===== src/rtl/wb_timer_multi_if.sv =====
// Wishbone slave bundle for the multi-channel timer. Signal names keep the
// slave-side _i/_o suffixes so both ends read the same as the bus spec.
interface wb_timer_multi_if;
  logic [31:0] wb_adr_i;
  logic [31:0] wb_dat_i;
  logic [31:0] wb_dat_o;
  logic [3:0]  wb_sel_i;
  logic        wb_stb_i;
  logic        wb_cyc_i;
  logic        wb_we_i;
  logic        wb_ack_o;

  modport master (
    output wb_adr_i, wb_dat_i, wb_sel_i, wb_stb_i, wb_cyc_i, wb_we_i,
    input  wb_dat_o, wb_ack_o
  );

  modport slave (
    input  wb_adr_i, wb_dat_i, wb_sel_i, wb_stb_i, wb_cyc_i, wb_we_i,
    output wb_dat_o, wb_ack_o
  );
endinterface


===== src/rtl/wb_timer_multi.sv =====
// CHANNELS up-counters on a shared prescaler, with compare, one-shot/auto-reload,
// cascade from the previous channel, and masked W1C interrupt status.

module wb_timer_chan #(
  parameter int WIDTH    = 32,
  parameter bit HAS_CASC = 1'b1
) (
  input  logic             clk,
  input  logic             reset,
  input  logic             i_tick,
  input  logic             i_prev_match,
  input  logic             i_ctrl_we,
  input  logic [2:0]       i_ctrl_wd,
  input  logic             i_cmp_we,
  input  logic [WIDTH-1:0] i_cmp_wd,
  input  logic             i_cnt_we,
  input  logic [WIDTH-1:0] i_cnt_wd,
  output logic [2:0]       o_ctrl,
  output logic [WIDTH-1:0] o_cmp,
  output logic [WIDTH-1:0] o_cnt,
  output logic             o_match
);
  logic             r_en, r_ar, r_casc;
  logic [WIDTH-1:0] r_cmp, r_cnt;
  logic             w_step;

  // Match is combinational so a cascaded channel steps in the same cycle.
  assign w_step  = r_casc ? i_prev_match : i_tick;
  assign o_match = r_en & w_step & (r_cnt == r_cmp);
  assign o_ctrl  = {r_casc, r_ar, r_en};
  assign o_cmp   = r_cmp;
  assign o_cnt   = r_cnt;

  always_ff @(posedge clk or posedge reset) begin
    if (reset) begin
      r_en   <= 1'b0;
      r_ar   <= 1'b0;
      r_casc <= 1'b0;
      r_cmp  <= '0;
      r_cnt  <= '0;
    end else begin
      if (i_ctrl_we) begin
        r_en   <= i_ctrl_wd[0];
        r_ar   <= i_ctrl_wd[1];
        r_casc <= i_ctrl_wd[2] & HAS_CASC;
      end else if (o_match && !r_ar) begin
        r_en <= 1'b0;
      end
      if (i_cmp_we) r_cmp <= i_cmp_wd;
      if (i_cnt_we)
        r_cnt <= i_cnt_wd;
      else if (r_en && w_step)
        r_cnt <= o_match ? '0 : r_cnt + WIDTH'(1);
    end
  end
endmodule

module wb_timer_multi #(
  parameter int CHANNELS       = 2,
  parameter int WIDTH          = 32,
  parameter int PRESCALE_WIDTH = 16
) (
  input  logic                clk,
  input  logic                reset,
  wb_timer_multi_if.slave     wb,
  output logic [CHANNELS-1:0] intr,
  output logic                intr_any
);
  logic                           r_ack;
  logic [31:0]                    r_dat;
  logic [PRESCALE_WIDTH-1:0]      r_pre, r_pcnt;
  logic [CHANNELS-1:0]            r_status, r_mask, r_intr;

  logic                           w_acc, w_wr, w_glob, w_tick;
  logic                           w_pre_we, w_st_we, w_mask_we;
  logic [5:0]                     w_word;
  logic [2:0]                     w_ch;
  logic [1:0]                     w_reg;
  logic [31:0]                    w_bmask, w_rdata;
  logic [CHANNELS-1:0]            w_match, w_clr;
  logic [CHANNELS-1:0][2:0]       w_ctrl;
  logic [CHANNELS-1:0][WIDTH-1:0] w_cmp, w_cnt;
  logic                           w_unused;

  function automatic logic [31:0] f_merge(input logic [31:0] old, input logic [31:0] wd,
                                          input logic [31:0] bm);
    return (old & ~bm) | (wd & bm);
  endfunction

  // An access is taken only while ack is low, which spaces acks two cycles apart.
  assign w_acc    = wb.wb_cyc_i & wb.wb_stb_i & ~r_ack;
  assign w_wr     = w_acc & wb.wb_we_i;
  assign w_word   = wb.wb_adr_i[7:2];
  assign w_glob   = w_word[5];
  assign w_ch     = w_word[4:2];
  assign w_reg    = w_word[1:0];
  assign w_bmask  = {{8{wb.wb_sel_i[3]}}, {8{wb.wb_sel_i[2]}},
                     {8{wb.wb_sel_i[1]}}, {8{wb.wb_sel_i[0]}}};
  assign w_unused = ^{wb.wb_adr_i[31:8], wb.wb_adr_i[1:0]};

  assign w_pre_we  = w_wr & w_glob & (w_word[4:0] == 5'd0);
  assign w_st_we   = w_wr & w_glob & (w_word[4:0] == 5'd1);
  assign w_mask_we = w_wr & w_glob & (w_word[4:0] == 5'd2);
  assign w_clr     = w_st_we ? CHANNELS'(wb.wb_dat_i & w_bmask) : '0;
  assign w_tick    = (r_pcnt == r_pre);

  assign wb.wb_ack_o = r_ack;
  assign wb.wb_dat_o = r_dat;
  assign intr        = r_intr;
  assign intr_any    = |r_intr;

  for (genvar n = 0; n < CHANNELS; n++) begin : g_ch
    logic             w_sel, w_prev, w_m;
    logic [2:0]       w_ctl_wd;
    logic [WIDTH-1:0] w_cmp_wd, w_cnt_wd;

    assign w_sel = w_wr & ~w_glob & (w_ch == 3'(n));
    if (n == 0) begin : g_head
      assign w_prev = 1'b0;
    end else begin : g_link
      assign w_prev = g_ch[n-1].w_m;
    end
    assign w_ctl_wd = 3'(f_merge(32'(w_ctrl[n]), wb.wb_dat_i, w_bmask));
    assign w_cmp_wd = WIDTH'(f_merge(32'(w_cmp[n]), wb.wb_dat_i, w_bmask));
    assign w_cnt_wd = WIDTH'(f_merge(32'(w_cnt[n]), wb.wb_dat_i, w_bmask));

    wb_timer_chan #(.WIDTH(WIDTH), .HAS_CASC(n != 0)) u_chan (
      .clk          (clk),
      .reset        (reset),
      .i_tick       (w_tick),
      .i_prev_match (w_prev),
      .i_ctrl_we    (w_sel & (w_reg == 2'd0)),
      .i_ctrl_wd    (w_ctl_wd),
      .i_cmp_we     (w_sel & (w_reg == 2'd1)),
      .i_cmp_wd     (w_cmp_wd),
      .i_cnt_we     (w_sel & (w_reg == 2'd2)),
      .i_cnt_wd     (w_cnt_wd),
      .o_ctrl       (w_ctrl[n]),
      .o_cmp        (w_cmp[n]),
      .o_cnt        (w_cnt[n]),
      .o_match      (w_m)
    );
    assign w_match[n] = w_m;
  end

  always_comb begin
    w_rdata = '0;
    if (w_glob) begin
      case (w_word[4:0])
        5'd0:    w_rdata = 32'(r_pre);
        5'd1:    w_rdata = 32'(r_status);
        5'd2:    w_rdata = 32'(r_mask);
        default: ;
      endcase
    end else begin
      for (int n = 0; n < CHANNELS; n++) begin
        if (w_ch == 3'(n)) begin
          case (w_reg)
            2'd0:    w_rdata = 32'(w_ctrl[n]);
            2'd1:    w_rdata = 32'(w_cmp[n]);
            2'd2:    w_rdata = 32'(w_cnt[n]);
            default: ;
          endcase
        end
      end
    end
  end

  always_ff @(posedge clk or posedge reset) begin
    if (reset) begin
      r_ack <= 1'b0;
      r_dat <= '0;
    end else begin
      r_ack <= w_acc;
      r_dat <= (w_acc && !wb.wb_we_i) ? w_rdata : '0;
    end
  end

  // Writing PRESCALE restarts the count so the first tick is a full period away.
  always_ff @(posedge clk or posedge reset) begin
    if (reset) begin
      r_pre  <= '0;
      r_pcnt <= '0;
    end else if (w_pre_we) begin
      r_pre  <= PRESCALE_WIDTH'(f_merge(32'(r_pre), wb.wb_dat_i, w_bmask));
      r_pcnt <= '0;
    end else begin
      r_pcnt <= w_tick ? '0 : r_pcnt + PRESCALE_WIDTH'(1);
    end
  end

  // Hardware set is OR-ed after the clear so it wins a same-cycle W1C.
  always_ff @(posedge clk or posedge reset) begin
    if (reset) begin
      r_status <= '0;
      r_mask   <= '0;
      r_intr   <= '0;
    end else begin
      r_status <= (r_status & ~w_clr) | w_match;
      if (w_mask_we) r_mask <= CHANNELS'(f_merge(32'(r_mask), wb.wb_dat_i, w_bmask));
      r_intr <= r_status & r_mask;
    end
  end
endmodule

===== src/flat_wrapper.sv =====
// flat-port wrapper written by rule: the top's interface ports become plain ports
module wb_timer_multi_flat 
#(
  parameter int CHANNELS       = 2,
  parameter int WIDTH          = 32,
  parameter int PRESCALE_WIDTH = 16
)
  (clk, reset, intr, intr_any, wb_wb_adr_i, wb_wb_dat_i, wb_wb_sel_i, wb_wb_stb_i, wb_wb_cyc_i, wb_wb_we_i, wb_wb_dat_o, wb_wb_ack_o);
  wb_timer_multi_if wb_i ();
  input  logic clk;
  input  logic reset;
  output logic [CHANNELS-1:0] intr;
  output logic intr_any;
  input wire logic [$bits(wb_i.wb_adr_i)-1:0] wb_wb_adr_i;
  input wire logic [$bits(wb_i.wb_dat_i)-1:0] wb_wb_dat_i;
  input wire logic [$bits(wb_i.wb_sel_i)-1:0] wb_wb_sel_i;
  input wire logic [$bits(wb_i.wb_stb_i)-1:0] wb_wb_stb_i;
  input wire logic [$bits(wb_i.wb_cyc_i)-1:0] wb_wb_cyc_i;
  input wire logic [$bits(wb_i.wb_we_i)-1:0] wb_wb_we_i;
  output wire logic [$bits(wb_i.wb_dat_o)-1:0] wb_wb_dat_o;
  output wire logic [$bits(wb_i.wb_ack_o)-1:0] wb_wb_ack_o;
  assign wb_i.wb_adr_i = wb_wb_adr_i;
  assign wb_i.wb_dat_i = wb_wb_dat_i;
  assign wb_i.wb_sel_i = wb_wb_sel_i;
  assign wb_i.wb_stb_i = wb_wb_stb_i;
  assign wb_i.wb_cyc_i = wb_wb_cyc_i;
  assign wb_i.wb_we_i = wb_wb_we_i;
  assign wb_wb_dat_o = wb_i.wb_dat_o;
  assign wb_wb_ack_o = wb_i.wb_ack_o;
  wb_timer_multi #(.CHANNELS(CHANNELS), .WIDTH(WIDTH), .PRESCALE_WIDTH(PRESCALE_WIDTH)) u_core (.clk(clk), .reset(reset), .wb(wb_i), .intr(intr), .intr_any(intr_any));
endmodule

===== config.mk =====
export PLATFORM = sky130hd
export DESIGN_NAME = wb_timer_multi_flat
export DESIGN_NICKNAME = d
export VERILOG_FILES = /design/src/rtl/wb_timer_multi_if.sv /design/src/rtl/wb_timer_multi.sv /design/src/flat_wrapper.sv
export SDC_FILE = /design/constraint.sdc
export NUM_CORES = 1
export LEC_CHECK = 0
export BUFFER_PORTS_ARGS = -buffer_cell sky130_fd_sc_hd__clkbuf_2
export CAP_MARGIN = 10
export CORE_AREA = 2 2 175 177
export DETAILED_ROUTE_END_ITERATION = 10
export DIE_AREA = 0 0 177 179
export HOLD_SLACK_MARGIN = 0.03
export PLACE_DENSITY_LB_ADDON = 0.25
export SETUP_SLACK_MARGIN = 0.2
export SLEW_MARGIN = 20
export SYNTH_ARGS = -nofsm -noshare
export SYNTH_HDL_FRONTEND = slang
export SYNTH_HIERARCHICAL = 1
export SYNTH_SLANG_ARGS = --single-unit
export TNS_END_PERCENT = 20

===== constraint.sdc =====
create_clock -name clk -period 9.3 [get_ports clk]
set_input_delay 0.93 -clock clk [delete_from_list [all_inputs] [get_ports clk]]
set_output_delay 0.93 -clock clk [all_outputs]
set_load 0.01 [all_outputs]

==> impl_metrics.env <==
export IMPL_fin_skew_ns=0.0113
export IMPL_detail_route_drc_violations=0
export IMPL_fmaxAchievable_ghz=0.208
export IMPL_tritoncts="yes"
export IMPL_crit_chain="xnor2_1, nand4_1, nor4_2, nand2_1, buf_4, nor2_1, and4_1, and3_2, mux2_2, nand2_2, buf_4, nor3_1, nand3_2, a2111oi_0, nor3_1"
export IMPL_antenna_violations_before_repair=1
export IMPL_grt_util_all_layers_pct=25.7
export IMPL_layout_drive_gt1_share_pct=17.5
export IMPL_route_final_wire_length_mm=40.9
export IMPL_clk_transition_reported_paths_ns=0.06
export IMPL_diodes=0
export IMPL_floorplan_initialDensity_pct=44.0
export IMPL_synth_cell_area_sq_mm=0.0132
export IMPL_htree_levels=1
export IMPL_cts_repair_resized=0
export IMPL_ant_nets=0
export IMPL_max_cap_violations=0
export IMPL_synth_fp_nets=1584
export IMPL_status="complete, no violations"
export IMPL_buffer_ports_inserted=82
export IMPL_tightestPinTransition_ns=1.11
export IMPL_core_area_sq_mm=0.0300
export IMPL_min_path_type="input port to async pin"
export IMPL_irDropWorstVdd_mv=0.124
export IMPL_report_final_setup_viol=0
export IMPL_rsz0062_at_grt="no"
export IMPL_via_count=11617
export IMPL_worstPathRequired_ns=9.70
export IMPL_synth_warnings=6
export IMPL_timing_critical_path_slowest_stage_cell="sky130_fd_sc_hd__nor4_2"
export IMPL_maxSlewViolCount=0
export IMPL_final_instance_count_excl_fill=1941
export IMPL_mostFrequentLayoutCells="sky130_fd_sc_hd__dfrtp_1 (204), sky130_fd_sc_hd__o21ai_0 (161), sky130_fd_sc_hd__inv_1 (149)"
export IMPL_chipWidth_um=177
export IMPL_routed_wire_length_per_instance_um=21.1
export IMPL_timing_critical_path_to_type="register"
export IMPL_timing_critical_path_slowest_cell_delay_ns=0.62
export IMPL_timing_critical_path_arrival_ns=5.21
export IMPL_most_common_cell_after_layout_fill_and_taps_aside="sky130_fd_sc_hd__dfrtp_1"
export IMPL_grt_overflow_total=0
export IMPL_hold_violations=0
export IMPL_vias_per_cell=5.99
export IMPL_path_max_fanout=44
export IMPL_number_of_fill_cells=2913
export IMPL_grt_max_degree=68
export IMPL_fin_nets=1606
export IMPL_p_per_area_mw_per_mm2=182
export IMPL_period_minus_slack_ns=4.81
export IMPL_pin_count=109
export IMPL_gpl_final_weighted_congestion=0.930
export IMPL_worstSetupPathType="register to register"
export IMPL_ctsLongestPathBuffers=3
export IMPL_synthesis_area_per_instance_sq_um=8.75
export IMPL_leakage_nw=6.24
export IMPL_die_area_sq_mm=0.0317
export IMPL_final_setup_tns_ns=0
export IMPL_drtPass1Iterations=6
export IMPL_area_growth_syn_to_layout_pct=10.5
export IMPL_die_height_um=179
export IMPL_timing_slew_headroom_pct=25.7
export IMPL_clockRootBuffer="sky130_fd_sc_hd__clkbuf_16"
export IMPL_startpoint_type="register"
export IMPL_clock_insertion_delay_worst_skew_ns=0.53
export IMPL_rows=64
export IMPL_layout_core_utilization_pct=48.6
export IMPL_netlist_instances=1508
export IMPL_ff_latch_area_sq_mm=0.00510
export IMPL_cts_repair_timing_setup_buffer_count=0
export IMPL_min_period_over_period_pct=51.7
export IMPL_number_of_global_route_vias_before_repair=10797
export IMPL_place_inst=1899
export IMPL_multi_input_comb_area_sq_mm=0.00709
export IMPL_holdWs_ns=0.379
export IMPL_detail_route_iter0_violations=1277
export IMPL_grt_pass1_wl_mm=63.7
export IMPL_cts_buffers=25
export IMPL_num_clock_sinks=204
export IMPL_place_detailed_hpwl_mm=28.7
export IMPL_cts_hold_buf=0
[registers in the layout (all words and copies together), names as in the netlist, named ones only]
register,cells
u_core/wb.wb_ack_o,1
u_core/g_ch.u_chan/r_casc,1
u_core/g_ch.u_chan/r_ar,2
u_core/g_ch.u_chan/o_cnt,64
u_core/g_ch.u_chan/r_en,2
u_core/r_pcnt,16
u_core/r_status,2
u_core/wb.wb_dat_o,32
u_core/intr,2
u_core/g_ch.u_chan/o_cmp,64
[path summary, 6_finish.rpt]
| check | from | to | slack [ns] | depth (start not counted) |
|---|---|---|---|---|
| worst max-delay path | register | u_core/g_ch[1].u_chan/o_cnt[12] | 4.49 | 15 |
| worst min-delay path | reset | u_core/wb.wb_dat_o[18] | 0.38 | 2 |
| worst max register to register | register | u_core/g_ch[1].u_chan/o_cnt[12] | 4.49 | 15 |
| worst min register to register | register | u_core/intr[1] | 0.52 | 1 |
| max in group asynchronous | reset | async pin | 7.80 | 3 |
| min in group clk | register | u_core/intr[1] | 0.52 | 1 |
[final cells by class]
| cell class | count | area share [%] |
|---|---|---|
| Clock buffer | 37 | 5.15 |
| Clock inverter | 5 | 0.197 |
| Inverter | 153 | 3.94 |
| Multi-Input combinational cell | 1047 | 48.6 |
| Sequential cell | 204 | 35.0 |
| Tap cell | 396 | 3.40 |
| Timing Repair Buffer | 99 | 3.69 |
[through the flow]
step	area, sq um	setup slack [ns]	power [W]
global route	14600	4.07	0.00279
finish	14600	4.49	0.00266
detailed placement	13800	4.51	0.00172
CTS	14600	4.52	0.00267
floorplan	13200	5.49	0.00152
global placement	13800	4.56	0.00170
[metal layers]
| layer | vias to the layer above | part of all wire, % | global-route usage (%) |
|---|---|---|---|
| li1 | 5416 | - | - |
| met1 | 5717 | 46 | 37.1 |
| met2 | 417 | 45 | 39.8 |
| met3 | 65 | 6.6 | 4.30 |
| met4 | 2 | 2.5 | 6.99 |
| met5 | - | 0.032 | 0 |
[report_power, final]
part / total (W) / switching [W] / leakage (nW) / internal [W]
clock: 0.000946 / 0.000393 / 0.390 / 0.000552
sequential: 0.00109 / 0.000134 / 2.61 / 0.000951
combinational: 0.000628 / 0.000402 / 3.25 / 0.000226
total: 0.00266 / 0.000930 / 6.24 / 0.00173
[worst max-delay path, delay by kind of cell, from the launching register on]
kind	cells	cell delay [ns]
and+or+nand+nor	10	2.66
AOI/OAI and AO/OA	1	0.52
buffers and inverters	2	0.54
muxes	1	0.26
DFF	1	0.48
xor gates and xnor gates	1	0.18
(Power assumes the default switching activity.)
